File: src/rtl/tx_mod_framer.sv
// TX framer/modulator: prepends a fixed BPSK header to each byte-fed frame, then
// maps payload bits to BPSK or QPSK I/Q samples, each held for SPS output beats.
module tx_mod_framer #(
  parameter int unsigned          IQ_W    = 12,
  parameter int unsigned          AMP     = 1448,
  parameter int unsigned          SPS     = 1,
  parameter int unsigned          HDR_LEN = 16,
  parameter logic [HDR_LEN-1:0]   HDR_SEQ = 16'hEB90
) (
  input  logic                clk,
  input  logic                rst,
  input  logic                mode,
  input  logic                in_valid,
  input  logic [7:0]          in_data,
  input  logic                in_last,
  output logic                in_ready,
  output logic                out_valid,
  output logic [2*IQ_W-1:0]   out_data,
  output logic                out_last,
  input  logic                out_ready
);

  localparam int unsigned SYM_W = (HDR_LEN > 8) ? $clog2(HDR_LEN) : 3;
  localparam int unsigned REP_W = (SPS > 1) ? $clog2(SPS) : 1;

  localparam logic [IQ_W-1:0] POS_AMP = IQ_W'(AMP);
  localparam logic [IQ_W-1:0] NEG_AMP = IQ_W'(-$signed({1'b0, POS_AMP}));

  typedef enum logic [1:0] {
    IDLE,
    HDR,
    PAY
  } state_t;

  state_t             state_q, state_d;
  logic               mode_q, mode_d;
  logic [SYM_W-1:0]   sym_q, sym_d;
  logic [REP_W-1:0]   rep_q, rep_d;
  logic [7:0]         shreg_q, shreg_d;
  logic               full_q, full_d;
  logic               last_q, last_d;
  logic               out_valid_q, out_valid_d;
  logic               out_last_q, out_last_d;
  logic [2*IQ_W-1:0]  out_data_q, out_data_d;

  logic               fire;
  logic               rep_last;
  logic               pay_done;
  logic [SYM_W-1:0]   sym_max;
  logic [SYM_W-1:0]   sym_max_d;
  logic [SYM_W-1:0]   hdr_idx;

  function automatic logic [IQ_W-1:0] map_bit(input logic b);
    return b ? NEG_AMP : POS_AMP;
  endfunction

  always_comb begin
    state_d     = state_q;
    mode_d      = mode_q;
    sym_d       = sym_q;
    rep_d       = rep_q;
    shreg_d     = shreg_q;
    full_d      = full_q;
    last_d      = last_q;
    in_ready    = 1'b0;
    pay_done    = 1'b0;
    fire        = out_valid_q && out_ready;
    rep_last    = (rep_q == REP_W'(SPS - 1));
    sym_max     = mode_q ? SYM_W'(3) : SYM_W'(7);

    unique case (state_q)
      IDLE: begin
        if (in_valid) begin
          state_d = HDR;
          mode_d  = mode;
          sym_d   = '0;
          rep_d   = '0;
          full_d  = 1'b0;
          last_d  = 1'b0;
        end
      end
      HDR: begin
        if (fire) begin
          if (rep_last) begin
            rep_d = '0;
            if (sym_q == SYM_W'(HDR_LEN - 1)) begin
              state_d = PAY;
              sym_d   = '0;
            end else begin
              sym_d = sym_q + SYM_W'(1);
            end
          end else begin
            rep_d = rep_q + REP_W'(1);
          end
        end
      end
      PAY: begin
        pay_done = fire && rep_last && (sym_q == sym_max);
        in_ready = !full_q || (pay_done && !last_q);
        if (fire) begin
          if (rep_last) begin
            rep_d   = '0;
            sym_d   = (sym_q == sym_max) ? '0 : sym_q + SYM_W'(1);
            shreg_d = mode_q ? {shreg_q[5:0], 2'b00} : {shreg_q[6:0], 1'b0};
          end else begin
            rep_d = rep_q + REP_W'(1);
          end
        end
        if (pay_done) begin
          full_d = 1'b0;
          if (last_q) begin
            state_d = IDLE;
            last_d  = 1'b0;
          end
        end
        // A byte taken in the same cycle as the previous byte's final beat overrides the drain above.
        if (in_valid && in_ready) begin
          shreg_d = in_data;
          last_d  = in_last;
          full_d  = 1'b1;
          sym_d   = '0;
          rep_d   = '0;
        end
      end
      default: state_d = IDLE;
    endcase
  end

  // Outputs are registered: the next sample is derived from the next-state values.
  always_comb begin
    out_valid_d = 1'b0;
    out_last_d  = 1'b0;
    out_data_d  = '0;
    sym_max_d   = mode_d ? SYM_W'(3) : SYM_W'(7);
    hdr_idx     = SYM_W'(HDR_LEN - 1) - sym_d;
    unique case (state_d)
      HDR: begin
        out_valid_d = 1'b1;
        out_data_d  = {map_bit(HDR_SEQ[hdr_idx]), {IQ_W{1'b0}}};
      end
      PAY: begin
        if (full_d) begin
          out_valid_d = 1'b1;
          out_data_d  = mode_d ? {map_bit(shreg_d[7]), map_bit(shreg_d[6])}
                               : {map_bit(shreg_d[7]), {IQ_W{1'b0}}};
          out_last_d  = last_d && (sym_d == sym_max_d) && (rep_d == REP_W'(SPS - 1));
        end
      end
      default: ;
    endcase
  end

  always_ff @(posedge clk) begin
    if (rst) begin
      state_q     <= IDLE;
      mode_q      <= 1'b0;
      sym_q       <= '0;
      rep_q       <= '0;
      shreg_q     <= '0;
      full_q      <= 1'b0;
      last_q      <= 1'b0;
      out_valid_q <= 1'b0;
      out_last_q  <= 1'b0;
      out_data_q  <= '0;
    end else begin
      state_q     <= state_d;
      mode_q      <= mode_d;
      sym_q       <= sym_d;
      rep_q       <= rep_d;
      shreg_q     <= shreg_d;
      full_q      <= full_d;
      last_q      <= last_d;
      out_valid_q <= out_valid_d;
      out_last_q  <= out_last_d;
      out_data_q  <= out_data_d;
    end
  end

  assign out_valid = out_valid_q;
  assign out_last  = out_last_q;
  assign out_data  = out_data_q;

endmodule

File: config.mk
export PLATFORM = sky130hd
export DESIGN_NAME = tx_mod_framer
export DESIGN_NICKNAME = d
export VERILOG_FILES = /design/src/rtl/tx_mod_framer.sv
export SDC_FILE = /design/constraint.sdc
export NUM_CORES = 1
export LEC_CHECK = 0
export ABC_AREA = 1
export BUFFER_PORTS_ARGS = -buffer_cell sky130_fd_sc_hd__buf_2
export CAP_MARGIN = 20
export CORE_AREA = 2 2 62 64
export CTS_CLUSTER_SIZE = 40
export DETAILED_ROUTE_END_ITERATION = 10
export DIE_AREA = 0 0 64 66
export PLACE_DENSITY = 0.74
export SLEW_MARGIN = 30
export SYNTH_ARGS = -nofsm -noshare
export SYNTH_HDL_FRONTEND = slang
export SYNTH_SLANG_ARGS = --single-unit
File: constraint.sdc
create_clock -name clk -period 4.6 [get_ports clk]
set_input_delay 0.46 -clock clk [delete_from_list [all_inputs] [get_ports clk]]
set_output_delay 0.46 -clock clk [all_outputs]
set_load 0.01 [all_outputs]
==> impl_metrics.toml <==
[power]
p_sw_share_pct = 30.85
p_comb_share_pct = 15.1
p_clk_share_pct = 27.7
peakVddDrop_mv = 0.1392
p_per_area_mw_per_mm2 = 216.2
p_int_mw = 0.2750
power_leakage_nw = 0.9048
seq_power_share_pct = 57.2
p_sw_mw = 0.1227

[die]
core_mm2 = 0.003551
die_width_um = 64
dieHeight_um = 66
dieArea_mm2 = 0.004224
start_util_pct = 48.80
rows = 22
num_io_pins = 41

[final_layout]
post_route_cells_drive_above_1_share_pct = 23.05
final_area_mm2 = 0.001839
syn_to_final_growth_pct = 6.137
antenna_cells = 0
nets = 290

[yosys]
synth_area_leaders = "dfxtp_1 29%, nand2_1 14%, buf_4 9.5%, inv_1 6.5%, ha_1 4.3%"
yosysSeqAreaShare_pct = 28.88
synthCells = 250
yosysMostFrequentCell = "nand2_1"
synth_edf_count = 0
synth_area_mm2 = 0.001733
syn_area_per_cell_um2 = 6.932
ys_seq_elements = 25
synthArstFlopShare_pct = 0
yosys_warnings = 0
ys.flop_type = "dfxtp_1"
yosys.area.top_type = "dfxtp_1"
ys_top_cells_by_count = "65 x nand2_1, 30 x inv_1, 25 x dfxtp_1, 22 x buf_4, 19 x nor2_1"
synth.top_cell.area_share_pct = 28.88
netlist-cell-type-count = 36

[timing]
fmax_mhz = 406.6
setup_tns_ps = 0
fin_hold_ws_ps = 349.6
rsz0062_at_grt = "no"
fin_skew_ps = 3.810
period_needed_ps = 2459
finalHoldViolations = 0
final-setup-viol-count = 0
slew_viol_final = 0
finalCritPeriodShare_pct = 53.46

[route]
drtIter0Drc = 77
ant_nets = 0
first_pass_iters = 4
vias = 1593
wl_per_cell_um = 11.79
routed_wirelength_um = 3738
via_per_inst = 5.025
drc = 0

[global_routing]
grt_antenna_before_repair = 0
grt_max_degree = 16
track_usage_pct = 18.13
grt_pass1_vias = 1375
globalRouteOverflowTotal = 0
grt_pass1_wl_um = 6037

[worst_setup_path]
worstPathArrival_ps = 2750
max_stage_delay_ps = 460
critPathLaunchType = "flop"
end_kind = "flop"
cp_common_cell = "nand2_1"
crit_family = "simple AND/OR/NAND/NOR gates"
path_class = "flop to flop"
crit-reg2reg-launch = "sym_q[0]$_SDFF_PP0_"
cp_max_fo = 10
path_cells = "ha_1 -> nand2_1 -> nor2_4 -> nand3_2 -> nand2_4 -> nand3_4 -> nand2_2 -> nand2_1 -> o211ai_1 -> a22oi_1 -> ha_1 -> inv_1 -> nand2_1 -> inv_1 -> nand2_1 -> nand3_1 -> a21oi_1"
worstPathRequired_ps = 4890
critPathLaunch = "sym_q[0]$_SDFF_PP0_"
slowest_stage = "dfxtp_1"
cp_num_buf_inv = 2

[clock_tree]
clock_sinks = 25
clock_latency_ps = 340
htreeDepth = 1
cts.clk_slew.worst_paths_ps = 150
cts_hold_buf = 0
tritoncts = "built"
ctsResizeCount = 0
cts-root-buf = "clkbuf_4"
postCtsSetupBuffers = 0
clockBufferDepth = 2
numCtsBuffers = 3

[place]
portBuffers = 34
placed_area_mm2 = 0.001809
dp.final_hpwl_um = 2906
place_congestion = 0.8629

[run]
maxCapViolCount = 0

[hold_path]
min_path_type = "primary input to flop"
min_from = "in_data[0]"

[status]
status = "finished clean"
[worst register-to-register path: cells and delay by family, from the launching register on]
kind                       cells  cell delay (ps)
adders and majority gates      2              550
AOI/OAI and AO/OA              3              370
buffers and inverters          2               80
DFF                            1              460
and+or+nand+nor               10              950
[layout by cell type (no fill, tap or decap), types with 5 or more instances in the layout]
cell type  instances
a31oi_1           10
buf_2             34
conb_1             6
dfxtp_1           25
ha_1               6
inv_1             30
nand2_1           65
nand2_2            5
nand3_1           15
nor2_1            19
nor2_4             5
o21ai_0            9
[metal layers]
| metal | share of wire, % | track usage, % |
|---|---|---|
| met5 | 0 | 0 |
| met4 | 1.3 | 7.065 |
| met3 | 3.6 | 2.726 |
| met2 | 49 | 30.08 |
| met1 | 46 | 23.63 |
[cell families after synthesis]
group                    count (synthesis)  share of synthesized area (%)
other                                    1                         0.2164
AO/OA/AOI/OAI                           37                          14.66
flip-flops                              25                          28.88
AND/OR/NAND/NOR                        123                          34.01
adder cells (fa/ha/maj)                  6                          4.332
XOR/XNOR                                 2                          1.011
buffers and inverters                   56                          16.90
[state kept, by name, summed over array words and instances, names as in the netlist, 2 cells and up]
register  count
out_data      6
state_q       2
sym_q         4
shreg_q       8
[per-stage QoR]
| stage | utilization, % | instances | power (mW) | worst slack [ps] |
|---|---|---|---|---|
| 4_1_cts | 51.80 | 317 | 0.3975 | 2140 |
| 3_5_place_dp | 50.95 | 313 | 0.2915 | 2003 |
| 2_1_floorplan | - | 255 | 0.2812 | 2453 |
| 3_3_place_gp | 50.95 | 313 | 0.2907 | 2032 |
| 5_1_grt | 51.80 | 317 | 0.4153 | 1885 |
| 6_report | 51.80 | 317 | 0.3976 | 2141 |
[power by group through the flow]
stage	logic [mW]	clock network (mW)	registers (mW)
2_1_floorplan	0.0525	0	0.229
3_3_place_gp	0.0589	0	0.232
3_5_place_dp	0.0594	0	0.232
4_1_cts	0.0599	0.110	0.227
5_1_grt	0.0675	0.119	0.228
6_report	0.0602	0.110	0.227
[worst paths after layout]
check | slack [ps] | end | depth (start not counted)
setup / recovery | 2140 | out_data[22]$_SDFF_PP0_ | 17
hold / removal | 350 | shreg_q[0]$_SDFFE_PP0P_ | 3
setup reg to reg | 2140 | out_data[22]$_SDFF_PP0_ | 17
hold reg to reg | 500 | shreg_q[0]$_SDFFE_PP0P_ | 2
[cell type report]
class | count | area (um2)
Multi-Input combinational cell | 174 | 958.4
Timing Repair Buffer | 34 | 170.2
Clock buffer | 3 | 22.52
Clock inverter | 1 | 7.507
Sequential cell | 25 | 500.5
Fill cell | 357 | 1712
Tap cell | 48 | 60.06
Inverter | 32 | 120.1
(Power assumes the default switching activity.)
